<file path="src/rtl/vga_timing_gen.sv">
// vga_timing_gen: 640x480@60 Hz raster timing generator.
// Produces the DrawX/DrawY scan position, visible-area flag, active-low
// h/v sync and line/frame strobes, all registered and aligned with the
// DrawX/DrawY they describe. A configurable delay line re-times
// sync/blank for the pins so they line up with the sprite mappers'
// ROM and output-register latency. A 16-bit counter tracks completed
// frames for animation sequencing.
module vga_timing_gen #(
  parameter int H_VISIBLE  = 640,
  parameter int H_FP       = 16,
  parameter int H_SYNC     = 96,
  parameter int H_BP       = 48,
  parameter int V_VISIBLE  = 480,
  parameter int V_FP       = 10,
  parameter int V_SYNC     = 2,
  parameter int V_BP       = 33,
  parameter int PIPE_DELAY = 2
) (
  input  logic        vga_clk,
  input  logic        reset_n,
  output logic [9:0]  DrawX,
  output logic [9:0]  DrawY,
  output logic        blank,
  output logic        hs,
  output logic        vs,
  output logic        hs_d,
  output logic        vs_d,
  output logic        blank_d,
  output logic        line_start,
  output logic        frame_start,
  output logic [15:0] frame_count
);

  localparam int H_TOTAL = H_VISIBLE + H_FP + H_SYNC + H_BP;
  localparam int V_TOTAL = V_VISIBLE + V_FP + V_SYNC + V_BP;

  // Counter limits and decode windows expressed at counter width.
  localparam logic [9:0] H_LAST   = 10'(H_TOTAL - 1);
  localparam logic [9:0] V_LAST   = 10'(V_TOTAL - 1);
  localparam logic [9:0] H_VIS    = 10'(H_VISIBLE);
  localparam logic [9:0] V_VIS    = 10'(V_VISIBLE);
  localparam logic [9:0] HS_FIRST = 10'(H_VISIBLE + H_FP);
  localparam logic [9:0] HS_LAST  = 10'(H_VISIBLE + H_FP + H_SYNC - 1);
  localparam logic [9:0] VS_FIRST = 10'(V_VISIBLE + V_FP);
  localparam logic [9:0] VS_LAST  = 10'(V_VISIBLE + V_FP + V_SYNC - 1);

  logic [9:0]  x_q, x_d;
  logic [9:0]  y_q, y_d;
  logic        vis_q, vis_d;
  logic        hsync_q, hsync_d;
  logic        vsync_q, vsync_d;
  logic        lstart_q, lstart_d;
  logic        fstart_q, fstart_d;
  logic [15:0] fcount_q, fcount_d;

  // Next scan position: X wraps at the end of a line, Y at the end of a frame.
  always_comb begin
    x_d = x_q + 10'd1;
    y_d = y_q;
    if (x_q == H_LAST) begin
      x_d = 10'd0;
      if (y_q == V_LAST) begin
        y_d = 10'd0;
      end else begin
        y_d = y_q + 10'd1;
      end
    end else begin
      x_d = x_q + 10'd1;
    end
  end

  // Decode the next position so the registered flags line up with DrawX/DrawY.
  always_comb begin
    vis_d   = (x_d < H_VIS) && (y_d < V_VIS);
    hsync_d = !((x_d >= HS_FIRST) && (x_d <= HS_LAST));
    vsync_d = !((y_d >= VS_FIRST) && (y_d <= VS_LAST));
    // Strobes fire only on a real wrap, never on the post-reset (0,0).
    lstart_d = (x_q == H_LAST);
    fstart_d = (x_q == H_LAST) && (y_q == V_LAST);
    if (fstart_d) begin
      fcount_d = fcount_q + 16'd1;
    end else begin
      fcount_d = fcount_q;
    end
  end

  // Raster state and aligned decodes; reset parks the scan at (0,0).
  always_ff @(posedge vga_clk or negedge reset_n) begin
    if (!reset_n) begin
      x_q      <= 10'd0;
      y_q      <= 10'd0;
      vis_q    <= 1'b1;
      hsync_q  <= 1'b1;
      vsync_q  <= 1'b1;
      lstart_q <= 1'b0;
      fstart_q <= 1'b0;
      fcount_q <= 16'd0;
    end else begin
      x_q      <= x_d;
      y_q      <= y_d;
      vis_q    <= vis_d;
      hsync_q  <= hsync_d;
      vsync_q  <= vsync_d;
      lstart_q <= lstart_d;
      fstart_q <= fstart_d;
      fcount_q <= fcount_d;
    end
  end

  assign DrawX       = x_q;
  assign DrawY       = y_q;
  assign blank       = vis_q;
  assign hs          = hsync_q;
  assign vs          = vsync_q;
  assign line_start  = lstart_q;
  assign frame_start = fstart_q;
  assign frame_count = fcount_q;

  // Pin-side delay line matching the mapper pipeline depth.
  if (PIPE_DELAY == 0) begin : g_pass
    assign hs_d    = hsync_q;
    assign vs_d    = vsync_q;
    assign blank_d = vis_q;
  end else begin : g_pipe
    logic [PIPE_DELAY-1:0] hs_pipe_q;
    logic [PIPE_DELAY-1:0] vs_pipe_q;
    logic [PIPE_DELAY-1:0] blank_pipe_q;

    // Shift sync/blank through PIPE_DELAY stages; reset drives syncs
    // inactive and the DAC blanked so no partial pulse leaves the pins.
    always_ff @(posedge vga_clk or negedge reset_n) begin
      if (!reset_n) begin
        hs_pipe_q    <= {PIPE_DELAY{1'b1}};
        vs_pipe_q    <= {PIPE_DELAY{1'b1}};
        blank_pipe_q <= {PIPE_DELAY{1'b0}};
      end else begin
        hs_pipe_q[0]    <= hsync_q;
        vs_pipe_q[0]    <= vsync_q;
        blank_pipe_q[0] <= vis_q;
        for (int i = 1; i < PIPE_DELAY; i++) begin
          hs_pipe_q[i]    <= hs_pipe_q[i-1];
          vs_pipe_q[i]    <= vs_pipe_q[i-1];
          blank_pipe_q[i] <= blank_pipe_q[i-1];
        end
      end
    end

    assign hs_d    = hs_pipe_q[PIPE_DELAY-1];
    assign vs_d    = vs_pipe_q[PIPE_DELAY-1];
    assign blank_d = blank_pipe_q[PIPE_DELAY-1];
  end

endmodule

</file>
<file path="config.mk">
export PLATFORM = sky130hd
export DESIGN_NAME = vga_timing_gen
export DESIGN_NICKNAME = d
export VERILOG_FILES = /design/src/rtl/vga_timing_gen.sv
export SDC_FILE = /design/constraint.sdc
export NUM_CORES = 1
export LEC_CHECK = 0
export CORE_ASPECT_RATIO = 1.1
export CORE_MARGIN = 8
export CORE_UTILIZATION = 30
export DETAILED_ROUTE_END_ITERATION = 10
export PLACE_DENSITY = 0.63
export SLEW_MARGIN = 15
export SYNTH_ARGS = -nofsm -noshare
export SYNTH_HDL_FRONTEND = slang
export SYNTH_SLANG_ARGS = --single-unit
</file>
<file path="constraint.sdc">
create_clock -name vga_clk -period 2.46 [get_ports vga_clk]
set_input_delay 0.369 -clock vga_clk [delete_from_list [all_inputs] [get_ports vga_clk]]
set_output_delay 0.369 -clock vga_clk [all_outputs]
set_load 0.01 [all_outputs]
</file>
==> metrics.csv <==
stage;metric;value;unit
yosys;Synth Area in XOR/XNOR;10.4;%
die;die height;106;um
finish;nets;268;
yosys;Mapped Nets;210;
global_routing;global route overflow;0;
die;# IOs;46;
yosys;Yosys warning total;0;
power_and_ir_drop;overall power;1.24;mW
yosys;largest family of logic cells by synthesized area;simple AND/OR/NAND/NOR gates;
finish;share of cells above drive strength 1;15.3;%
sta;setup_tns;0;ns
min_path;HP Class;primary input to async pin;
critical_path;path type of the worst setup path;flop to flop;
clock_tree;post-CTS setup buffers;0;
clock_tree;CTS tree;built;
routing;number of remaining DRC errors;0;
yosys;complex-gate fraction of the synthesized area;6.62;%
clock_tree;CTS root buf;clkbuf_8;
routing;DRT Wirelength;4.90;mm
clock_tree;clk slew on worst S/H paths;0.09;ns
sta;Pins Over Slew Limit;0;
yosys;Yosys top cell by area;dfrtp_1;
finish;fillcell total;690;
finish;synth-to-layout area growth;31.5;%
sta;unrepaired setup endpoints after global routing;false;
die;die area;10300;sq um
sta;clock skew;0.0106;ns
sta;Tmin final;2.31;ns
routing;vias per cell;4.82;
place;port bufs;45;
place;Placer Congestion;0.835;
finish;Final Cell Area;2880;sq um
power_and_ir_drop;Pwr Density;428;nW/um^2
critical_path;Setup crit end kind;flop;
sta;Rel. slew slack;60.7;%
sta;final setup vio count;0;
yosys;EDFF count, synth;0;
critical_path;slowest stage delay, CP;0.60;ns
yosys;multiplexer share of the synthesized area;0.970;%
global_routing;initial antenna violation count;0;
critical_path;r2r endpoint;vs;
yosys;Post-Synth Adder-Cell Area;2.85;%
power_and_ir_drop;Max rail drop VDD;0.000277;V
critical_path;Critical Path Source Type;flop;
global_routing;total track usage;9.68;%
critical_path;worst-path cell chain;ha_2 > nand4_1 > or4_4 > or2_2 > o221ai_1 > and3_1 > nand4b_1;
yosys;ys async rst share;100;%
finish;# diodes;0;
routing;Iteration-0 DRC Markers;66;
clock_tree;H-tree levels;2;
yosys;sequential area share after synthesis;54.0;%
run_status;status;completed;
place;placed cell areas;2790;sq um
sta;final hold vios;0;
routing;Vias;1673;
yosys;Post-Syn Area;2190;sq um
die;Starting Density;31.1;%
yosys;cells after synthesis;203;
critical_path;slowest CP cell;or4_4;
yosys;count of cell types in the netlist;42;
global_routing;largest net degree at the start of global routing;48;
global_routing;vias in the first global route;1712;
global_routing;first-pass GRT wire length;8.41;mm
clock_tree;Clock Sinks;47;
critical_path;Max Fanout on Critical Path;5;
routing;drt pass-1 iters;4;
clock_tree;clk_lat worst skew;0.29;ns
power_and_ir_drop;LEAKAGE;1.27;nW
die;row count;32;
sta;WHS;0.167;ns
clock_tree;Clock Tree Buf Depth;2;
critical_path;Critical Path AT;2.51;ns
critical_path;worst path required time;2.67;ns
yosys;Post-synth top flop;dfrtp_1;
routing;DR WL/cell;14.1;um
die;core area;7050;sq um
yosys;Synth Area per Inst;10.8;sq um
routing;ANT nets after route;0;
yosys;Synth area leaders;dfrtp_1 (46%), dfstp_2 (8.4%), xnor2_1 (6.4%);
critical_path;R2R Path Start;DrawX[1];
run;Max-Cap Viols;0;
sta;Max Fclk;434;MHz
yosys;synthesized flop and latch total;47;
sta;worst-margin pin slew;0.589;ns
critical_path;worst reg2reg setup slack;0.15;ns
sta;period utilization;93.8;%
yosys;post-synthesis simple-gate area fraction;21.3;%
place;HPWL after DPL;3.60;mm
yosys;area share of the largest cell type after synthesis;45.6;%
die;Die Width;97.5;um
critical_path;Worst R2R Path Depth;7;
clock_tree;Num CTS Buffers;5;
-- layout make-up --
| class | instances | area, sq um | area share [%] |
|---|---|---|---|
| clock buffer | 8 | 80.1 | 2.78 |
| sequential | 47 | 1190 | 41.1 |
| timing repair buffer | 56 | 528 | 18.3 |
| multi-input combinational | 139 | 938 | 32.5 |
| inverter | 12 | 45.0 | 1.56 |
| tap | 85 | 106 | 3.69 |
-- state kept, by name, indices dropped and copies added (netlist names), 2 cells and up --
register and count:
frame_count 16, DrawX 10, DrawY 10, g_pipe.blank_pipe_q 2, g_pipe.hs_pipe_q 2, g_pipe.vs_pipe_q 2
-- layout by cell type (no fill, tap or decap), types with 10 or more instances in the layout --
| cell type | synthesis | layout |
|---|---|---|
| nor2_1 | 17 | 17 |
| xnor2_1 | 16 | 16 |
| inv_1 | 11 | 11 |
| xor2_1 | 10 | 10 |
| clkdlybuf4s50_1 | 0 | 44 |
| nand2_1 | 21 | 21 |
| buf_4 | 1 | 11 |
| nand3_1 | 11 | 11 |
| dfrtp_1 | 40 | 39 |
-- logic make-up (layout without fill, tap and decap cells) --
logic type | Yosys count | in the layout
AO/OA/AOI/OAI | 22 | 22
XOR/XNOR | 26 | 26
adder cells (fa/ha/maj) | 5 | 5
buffers and inverters | 17 | 76
flip-flops | 47 | 47
multiplexers | 2 | 2
AND/OR/NAND/NOR | 84 | 84
-- per-stage QoR --
| step | setup WS (ns) | instances | util, % |
|---|---|---|---|
| after floorplan | 0.103 | 203 | - |
| after global placement | 0.170 | 339 | 39.6 |
| after detailed placement | 0.116 | 339 | 39.6 |
| after CTS | 0.0848 | 347 | 40.7 |
| after global routing | 0.0284 | 347 | 40.9 |
| final | 0.154 | 347 | 40.9 |
-- worst max path at each step --
stage / start / endpoint / slack, ns / cells past startpoint
floorplan: DrawX[5] / frame_count[13] / 0.10 / 11
global placement: DrawX[1] / vs / 0.17 / 7
detailed placement: DrawX[1] / vs / 0.12 / 7
CTS: DrawX[1] / vs / 0.08 / 7
global route: DrawX[1] / vs / 0.03 / 7
finish: DrawX[1] / vs / 0.15 / 7
-- report_power, final --
group | switching, mW | internal [mW] | total, mW
clock | 0.244 | 0.203 | 0.446
sequential | 0 | 0.772 | 0.772
combinational | 0.0146 | 0.00160 | 0.0162
-- per-layer routing --
layer  up-vias  GRT usage [%]  wire length, um
met4         0           2.49               40
met3         5           3.40              319
met5         -              0                0
met2        46           15.3             2270
met1       825           12.3             2260
li1        797              -                -
-- synthesized netlist by cell type, types with 3 or more instances --
cell type,instances
nand2b_1,3
dfrtp_1,40
nand2_1,21
and3_1,6
nor3_1,3
dfstp_2,7
inv_1,11
nand3_2,3
ha_1,5
nand3_1,11
xor2_1,10
nor4_2,3
o21ai_0,7
nor2_1,17
a21oi_1,6
xnor2_1,16
-- worst max-delay path, delay by kind of cell (launching register included) --
family          cells  cell delay, ns
fa+ha+maj           1            0.22
simple gates        5            1.40
compound gates      1            0.19
flops               1            0.41
-- what timing repair did --
| action | CTS | global route |
|---|---|---|
| endpoints found under the setup margin | 0 | 2 |
| resized for setup | 0 | 4 |
| hold buffers | 0 | 0 |
Note: power is estimated with default switching activity, not from simulation.
